[config.mk]
export PLATFORM = sky130hd
export DESIGN_NAME = number_signal_stats
export DESIGN_NICKNAME = d
export VERILOG_FILES = /design/src/rtl/number_signal_stats.sv
export SDC_FILE = /design/constraint.sdc
export NUM_CORES = 1
export LEC_CHECK = 0
export ABC_CLOCK_PERIOD_IN_PS = 2400
export CORE_ASPECT_RATIO = 0.75
export CORE_MARGIN = 1.5
export CORE_UTILIZATION = 49
export CTS_CLUSTER_DIAMETER = 40
export DETAILED_ROUTE_END_ITERATION = 10
export MAX_ROUTING_LAYER = met4
export PLACE_DENSITY = 0.81
export SETUP_SLACK_MARGIN = 0.1
export SYNTH_ARGS = -nofsm -noshare
export SYNTH_HDL_FRONTEND = slang
export SYNTH_SLANG_ARGS = --single-unit
[constraint.sdc]
create_clock -name clock -period 2.4 [get_ports clock]
set_input_delay 0.24 -clock clock [delete_from_list [all_inputs] [get_ports clock]]
set_output_delay 0.24 -clock clock [all_outputs]
set_load 0.01 [all_outputs]
[src/rtl/number_signal_stats.sv]
// Registered sign classifier for signed samples: sign, magnitude, sign-change flag and
// saturating per-class (negative / zero / positive) sample counters, one cycle of latency.
module number_signal_stats #(
   parameter int WIDTH = 8,
   parameter int CNT_W = 8
) (
   input  logic             clock,
   input  logic             reset,
   input  logic             clear,
   input  logic             in_valid,
   input  logic [WIDTH-1:0] number,
   output logic             out_valid,
   output logic             num_signal,
   output logic             is_zero,
   output logic [WIDTH-1:0] magnitude,
   output logic             mag_ovf,
   output logic             sign_change,
   output logic [CNT_W-1:0] neg_count,
   output logic [CNT_W-1:0] zero_count,
   output logic [CNT_W-1:0] pos_count
);

   // Class codes double as the history state; counter gi tracks class code gi+1.
   typedef enum logic [1:0] {
      HIST_EMPTY = 2'd0,
      HIST_NEG   = 2'd1,
      HIST_ZERO  = 2'd2,
      HIST_POS   = 2'd3
   } hist_t;

   localparam logic [WIDTH-1:0] MOST_NEG = {1'b1, {(WIDTH-1){1'b0}}};

   hist_t            hist_q, hist_d;
   hist_t            class_s;
   logic             out_valid_q, out_valid_d;
   logic             num_signal_q, num_signal_d;
   logic             is_zero_q, is_zero_d;
   logic [WIDTH-1:0] magnitude_q, magnitude_d;
   logic             mag_ovf_q, mag_ovf_d;
   logic             sign_change_q, sign_change_d;

   always_comb begin
      if (number[WIDTH-1]) begin
         class_s = HIST_NEG;
      end else if (number == '0) begin
         class_s = HIST_ZERO;
      end else begin
         class_s = HIST_POS;
      end
   end

   always_comb begin
      hist_d        = hist_q;
      out_valid_d   = 1'b0;
      num_signal_d  = num_signal_q;
      is_zero_d     = is_zero_q;
      magnitude_d   = magnitude_q;
      mag_ovf_d     = mag_ovf_q;
      sign_change_d = sign_change_q;
      if (clear) begin
         // Sample-shaped outputs keep their value; only history and flags restart.
         hist_d        = HIST_EMPTY;
         sign_change_d = 1'b0;
      end else if (in_valid) begin
         out_valid_d   = 1'b1;
         num_signal_d  = number[WIDTH-1];
         is_zero_d     = (class_s == HIST_ZERO);
         magnitude_d   = number[WIDTH-1] ? (~number + WIDTH'(1)) : number;
         mag_ovf_d     = (number == MOST_NEG);
         sign_change_d = (hist_q != HIST_EMPTY) && (class_s != hist_q);
         hist_d        = class_s;
      end
   end

   always_ff @(posedge clock) begin
      if (reset) begin
         hist_q        <= HIST_EMPTY;
         out_valid_q   <= 1'b0;
         num_signal_q  <= 1'b0;
         is_zero_q     <= 1'b0;
         magnitude_q   <= '0;
         mag_ovf_q     <= 1'b0;
         sign_change_q <= 1'b0;
      end else begin
         hist_q        <= hist_d;
         out_valid_q   <= out_valid_d;
         num_signal_q  <= num_signal_d;
         is_zero_q     <= is_zero_d;
         magnitude_q   <= magnitude_d;
         mag_ovf_q     <= mag_ovf_d;
         sign_change_q <= sign_change_d;
      end
   end

   for (genvar gi = 0; gi < 3; gi++) begin : g_cnt
      logic [CNT_W-1:0] cnt_q, cnt_d;

      always_comb begin
         cnt_d = cnt_q;
         if (clear) begin
            cnt_d = '0;
         end else if (in_valid && (class_s == hist_t'(2'(gi + 1))) && (cnt_q != '1)) begin
            cnt_d = cnt_q + CNT_W'(1);
         end
      end

      always_ff @(posedge clock) begin
         if (reset) begin
            cnt_q <= '0;
         end else begin
            cnt_q <= cnt_d;
         end
      end
   end

   assign out_valid   = out_valid_q;
   assign num_signal  = num_signal_q;
   assign is_zero     = is_zero_q;
   assign magnitude   = magnitude_q;
   assign mag_ovf     = mag_ovf_q;
   assign sign_change = sign_change_q;
   assign neg_count   = g_cnt[0].cnt_q;
   assign zero_count  = g_cnt[1].cnt_q;
   assign pos_count   = g_cnt[2].cnt_q;

endmodule
After elaboration in Yosys (flattened, before gate mapping)
Index checks and enable logic that the tools add are counted.
{"block": "op_classes", "add_sub_neg": 4, "eq_ne": 8, "mux": 4, "n_bitwise": 2, "n_reduce_logical": 11}
{"operator": "$add A8 B1 Y8 const B", "n": 4}
{"operator": "$ne A8 B8 Y1 const B", "n": 3}
{"operator": "$eq A8 B8 Y1 const B", "n": 1}
{"operator": "$logic_not A8 Y1", "n": 1}
{"operator": "$mux W8", "n": 1}
{"operator": "$not A8 Y8", "n": 1}
{"operator": "$logic_and A1 B1 Y1", "n": 7}
{"operator": "$eq A2 B2 Y1 const B", "n": 2}
{"operator": "$eq A2 B1 Y1 const B", "n": 1}
{"operator": "$mux W1", "n": 2}
{"operator": "$mux W2", "n": 1}
{"operator": "$ne A2 B2 Y1", "n": 1}
{"operator": "$reduce_and A2 Y1", "n": 1}
{"operator": "$reduce_bool A2 Y1", "n": 1}
{"operator": "$reduce_or A2 Y1", "n": 1}
{"operator": "$not A1 Y1", "n": 1}
{"block": "totals", "regBits": 39, "output_inout_bits": 37, "word_cells": 39}

Logic depth before layout (Yosys ltp)
{"block": "logic_depth", "ltp_word": 6, "ltp_mapped": 7}

Least setup slack after synthesis
OpenSTA, ideal clock, no wires.
{"block": "synth_path", "path_type": "input port to flip-flop", "from": "input number[3]", "to": "register g_cnt[1].cnt_q[6], in the netlist zero_count[6]", "setup_ns": 0.071, "arrival_ns": 1.921, "path_slack_ns": 0.409, "path_stages": 5, "path_cell_list": "or4_4 > buf_6 > or3_4 > or4_1 > a21oi_1"}
{"block": "synth_via", "elab_chain_len": 6}
{"element": "start: declaration", "line": "11", "rtl": "input logic [WIDTH-1:0] number,"}
{"element": "$logic_not A8 Y1", "line": "45", "rtl": "end else if (number == '0) begin"}
{"element": "$mux W1", "line": "45"}
{"element": "$mux W2", "line": "43", "rtl": "if (number[WIDTH-1]) begin"}
{"element": "$eq A2 B2 Y1", "line": "102", "rtl": "end else if (in_valid && (class_s == hist_t'(2'(gi + 1))) && (cnt_q != '1)) begin"}
{"element": "$logic_and A1 B1 Y1 (2 in series)", "line": "102"}
{"element": "end signal: assignment", "line": "111", "rtl": "cnt_q <= cnt_d;"}
{"element": "end: declaration", "line": "96", "rtl": "logic [CNT_W-1:0] cnt_q, cnt_d;"}
No other way between the ends.
A chain may end at the register's enable or synchronous reset.

Final worst setup path
{"block": "layout_path", "from": "input number[3]", "to": "register g_cnt[1].cnt_q[7], in the netlist zero_count[7]"}
The elaborated chain is that of the path after synthesis.

==> run_results.csv <==
group,metric,value,unit
run_status,outcome,"complete, no violations",
clock_tree,path_clk_slew,0.07,ns
sta,period_needed,2.17,ns
final_layout,drive_gt1_frac,0.0989,
synthesis,ys_ff_latch,39,
sta,hold_violations,0,
drt,ant_nets,0,
clock_tree,clock_latency,0.29,ns
power_and_ir_drop,power.leakage,0.863,nW
clock_tree,cts_tree,"done",
grt,grt_remaining_overflow,0,
grt,grt_pass1_wl,7340,µm
floorplanning,die_w,75.6,µm
synthesis,synth_cell_types,46,
clock_tree,hold_buffers,0,
place,place.gp.congestion,0.867,
worst_setup_path,r2r-start,"zero_count[0]$_SDFFE_PP0P_",
sta,rsz0062_at_grt,"no",
clock_tree,clk_path_buf_depth,2,
floorplanning,initial_utilization,0.519,
worst_setup_path,r2r_setup_slack,0.70,ns
worst_setup_path,reg2reg_depth,5,
worst_setup_path,startpoint,"number[3]",
floorplanning,die_area,0.00434,mm²
worst_setup_path,critPathCaptureType,"flop",
clock_tree,cts.sinks,39,
clock_tree,cts_resized,0,
sta,setup_tns,0,ns
power_and_ir_drop,peakVddDrop,0.336,mV
worst_setup_path,cp_slowest_stage_delay,0.56,ns
worst_setup_path,cp_max_fo,15,
worst_setup_path,cp_cell_sequence,"clkdlybuf4s50_1 -> or4_4 -> or3_4 -> or4_1 -> a21oi_1",
place,dp_slack,-0.0492,ns
place,io_buffer_count,48,
final_layout,nets,298,
synthesis,synth_area_leaders,"dfxtp_1, a21oi_1, nor2_1",
min_path,min_path_type,"reg2reg",
synthesis,synth_area_per_cell,8.60,µm²
sta,whs,0.457,ns
synthesis,yosysSeqAreaShare,0.403,
drt,routedWlPerCell,13.6,µm
grt,antenna_found_initial,0,
worst_setup_path,path_class,"in2reg",
clock_tree,cts_root_buf,"clkbuf_8",
final_layout,final_common_cell,"clkdlybuf4s50_1",
sta,slew_violations,0,
floorplanning,core,0.00373,mm²
worst_setup_path,worst_setup_path_start_kind,"primary input",
grt,grt_start_max_net_pins,26,
drt,drt-total-wl,4540,µm
floorplanning,num_io_pins,49,
final_layout,insertedDiodeCount,0,
final_layout,final_cell_mix,"clkdlybuf4s50_1, dfxtp_1, nor2_1, a21oi_1",
worst_setup_path,timing.rr.end,"zero_count[2]$_SDFFE_PP0P_",
drt,avgViaCountPerCell,5.75,
final_layout,fillerInstances,314,
power_and_ir_drop,power_density,477,mW/mm²
synthesis,syn-num-nets,241,
worst_setup_path,required,2.62,ns
clock_tree,post-cts-setup-buffers,0,
synthesis,synthCells,225,
synthesis,synth_edf_count,0,
drt,drt-pass1-iter-count,4,
grt,grtUsageTotal,0.226,
sta,post-route-period-util,0.902,
floorplanning,rows,19,
synthesis,syn_area,0.00194,mm²
synthesis,async_reset_ff_frac,0,
floorplanning,die_y,57.4,µm
worst_setup_path,cp.arrival,2.39,ns
job,drv_cap,0,
sta,setup_viol,0,
synthesis,synth_top_area_frac,0.403,
sta,max_freq,462,MHz
synthesis,synth_area_leader_cell,"dfxtp_1",
drt,drc,0,
synthesis,yosysWarnings,0,
worst_setup_path,crit_path_end,"zero_count[7]$_SDFFE_PP0P_",
clock_tree,cts_max_level,2,
drt,first_iter_violations,156,
synthesis,dominantRegCellSynth,"dfxtp_1",
sta,worst_slack,0.234,ns
place,dp_hpwl,3170,µm
worst_setup_path,cp_slowest_cell,"or4_4",
sta,relSlewSlack,0.603,
drt,num_vias,1926,
sta,skew,0.00692,ns
final_layout,syn_to_final_growth,33.9,%
clock_tree,numCtsBuffers,5,
grt,grt_pass1_vias,1648,
sta,tightest_slew,0.594,ns
[power breakdown]
group          switching, mW  internal [mW]  total (mW)
registers            0.00767          0.659       0.667
logic                 0.0661         0.0726       0.139
clock network          0.228          0.203       0.432
total                  0.302          0.935        1.24
[state kept, by name, indices dropped and copies added (netlist names)]
name	count
pos_count	8
hist_q	2
mag_ovf	1
neg_count	8
out_valid	1
num_signal	1
magnitude	8
sign_change	1
zero_count	8
is_zero	1
[layout make-up]
cell class,count,area (µm²),share of cell area
clock buffer,6,72.6,0.0280
clock inverter,2,12.5,0.00483
inverter,7,26.3,0.0101
multi-input combinational,168,1060,0.408
sequential,39,781,0.301
tap,52,65.1,0.0251
timing repair buffer,61,578,0.223
[logic make-up after synthesis]
family,share of synthesized area
AND/OR/NAND/NOR,0.268
AO/OA/AOI/OAI,0.205
flip-flops,0.403
multiplexers,0.0103
adder cells (fa/ha/maj),0.0259
XOR/XNOR,0.0362
buffers and inverters,0.0511
[worst max-delay path, delay by kind of cell]
kind | cells | cell delay, ns
AO/OA/AOI/OAI | 1 | 0.15
buffers and inverters | 1 | 0.43
AND/OR/NAND/NOR | 3 | 1.57
[Yosys cell counts, drive strengths merged (3+ instances only)]
| cell type | n |
|---|---|
| dfxtp | 39 |
| a21oi | 20 |
| nor2 | 20 |
| nand2 | 13 |
| o21ai | 11 |
| or4 | 10 |
| nand3 | 9 |
| a211oi | 8 |
| inv | 7 |
| nand4 | 7 |
| o31ai | 7 |
| buf | 5 |
| clkbuf | 5 |
| xor2 | 5 |
| and3 | 4 |
| ha | 4 |
| nor3 | 4 |
| o41ai | 4 |
| or3 | 4 |
| and2 | 3 |
| and4 | 3 |
| nand2b | 3 |
| xnor2 | 3 |
[layer usage]
layer	GRT usage	wire (µm)	vias to the layer above
met1	0.325	2280	889
met5	-	0	-
met3	0.0424	275	5
met2	0.317	1940	75
met4	0.0791	55	0
li1	-	-	957
[through the flow]
step / area (µm²) / instances / total power [mW] / utilization
2_1_floorplan: 1940 / 225 / 0.749 / -
3_5_place_dp: 2510 / 327 / 0.820 / 0.671
6_report: 2590 / 335 / 1.24 / 0.694
3_3_place_gp: 2510 / 327 / 0.817 / 0.671
4_1_cts: 2590 / 335 / 1.25 / 0.694
5_1_grt: 2590 / 335 / 1.29 / 0.694
[worst min path at each step]
stage / startpoint / endpoint / slack, ns / depth (start not counted)
final: magnitude[0]$_SDFFE_PP0P_ / magnitude[0]$_SDFFE_PP0P_ / 0.46 / 2
after global routing: mag_ovf$_SDFFE_PP0P_ / mag_ovf$_SDFFE_PP0P_ / 0.47 / 2
after CTS: magnitude[0]$_SDFFE_PP0P_ / magnitude[0]$_SDFFE_PP0P_ / 0.46 / 2
after detailed placement: magnitude[0]$_SDFFE_PP0P_ / magnitude[0]$_SDFFE_PP0P_ / 0.45 / 2
after global placement: num_signal$_SDFFE_PP0P_ / num_signal$_SDFFE_PP0P_ / 0.45 / 2
after floorplan: reset / magnitude[1]$_SDFFE_PP0P_ / 0.31 / 1
No activity file was read; power rests on OpenSTA's default activity.
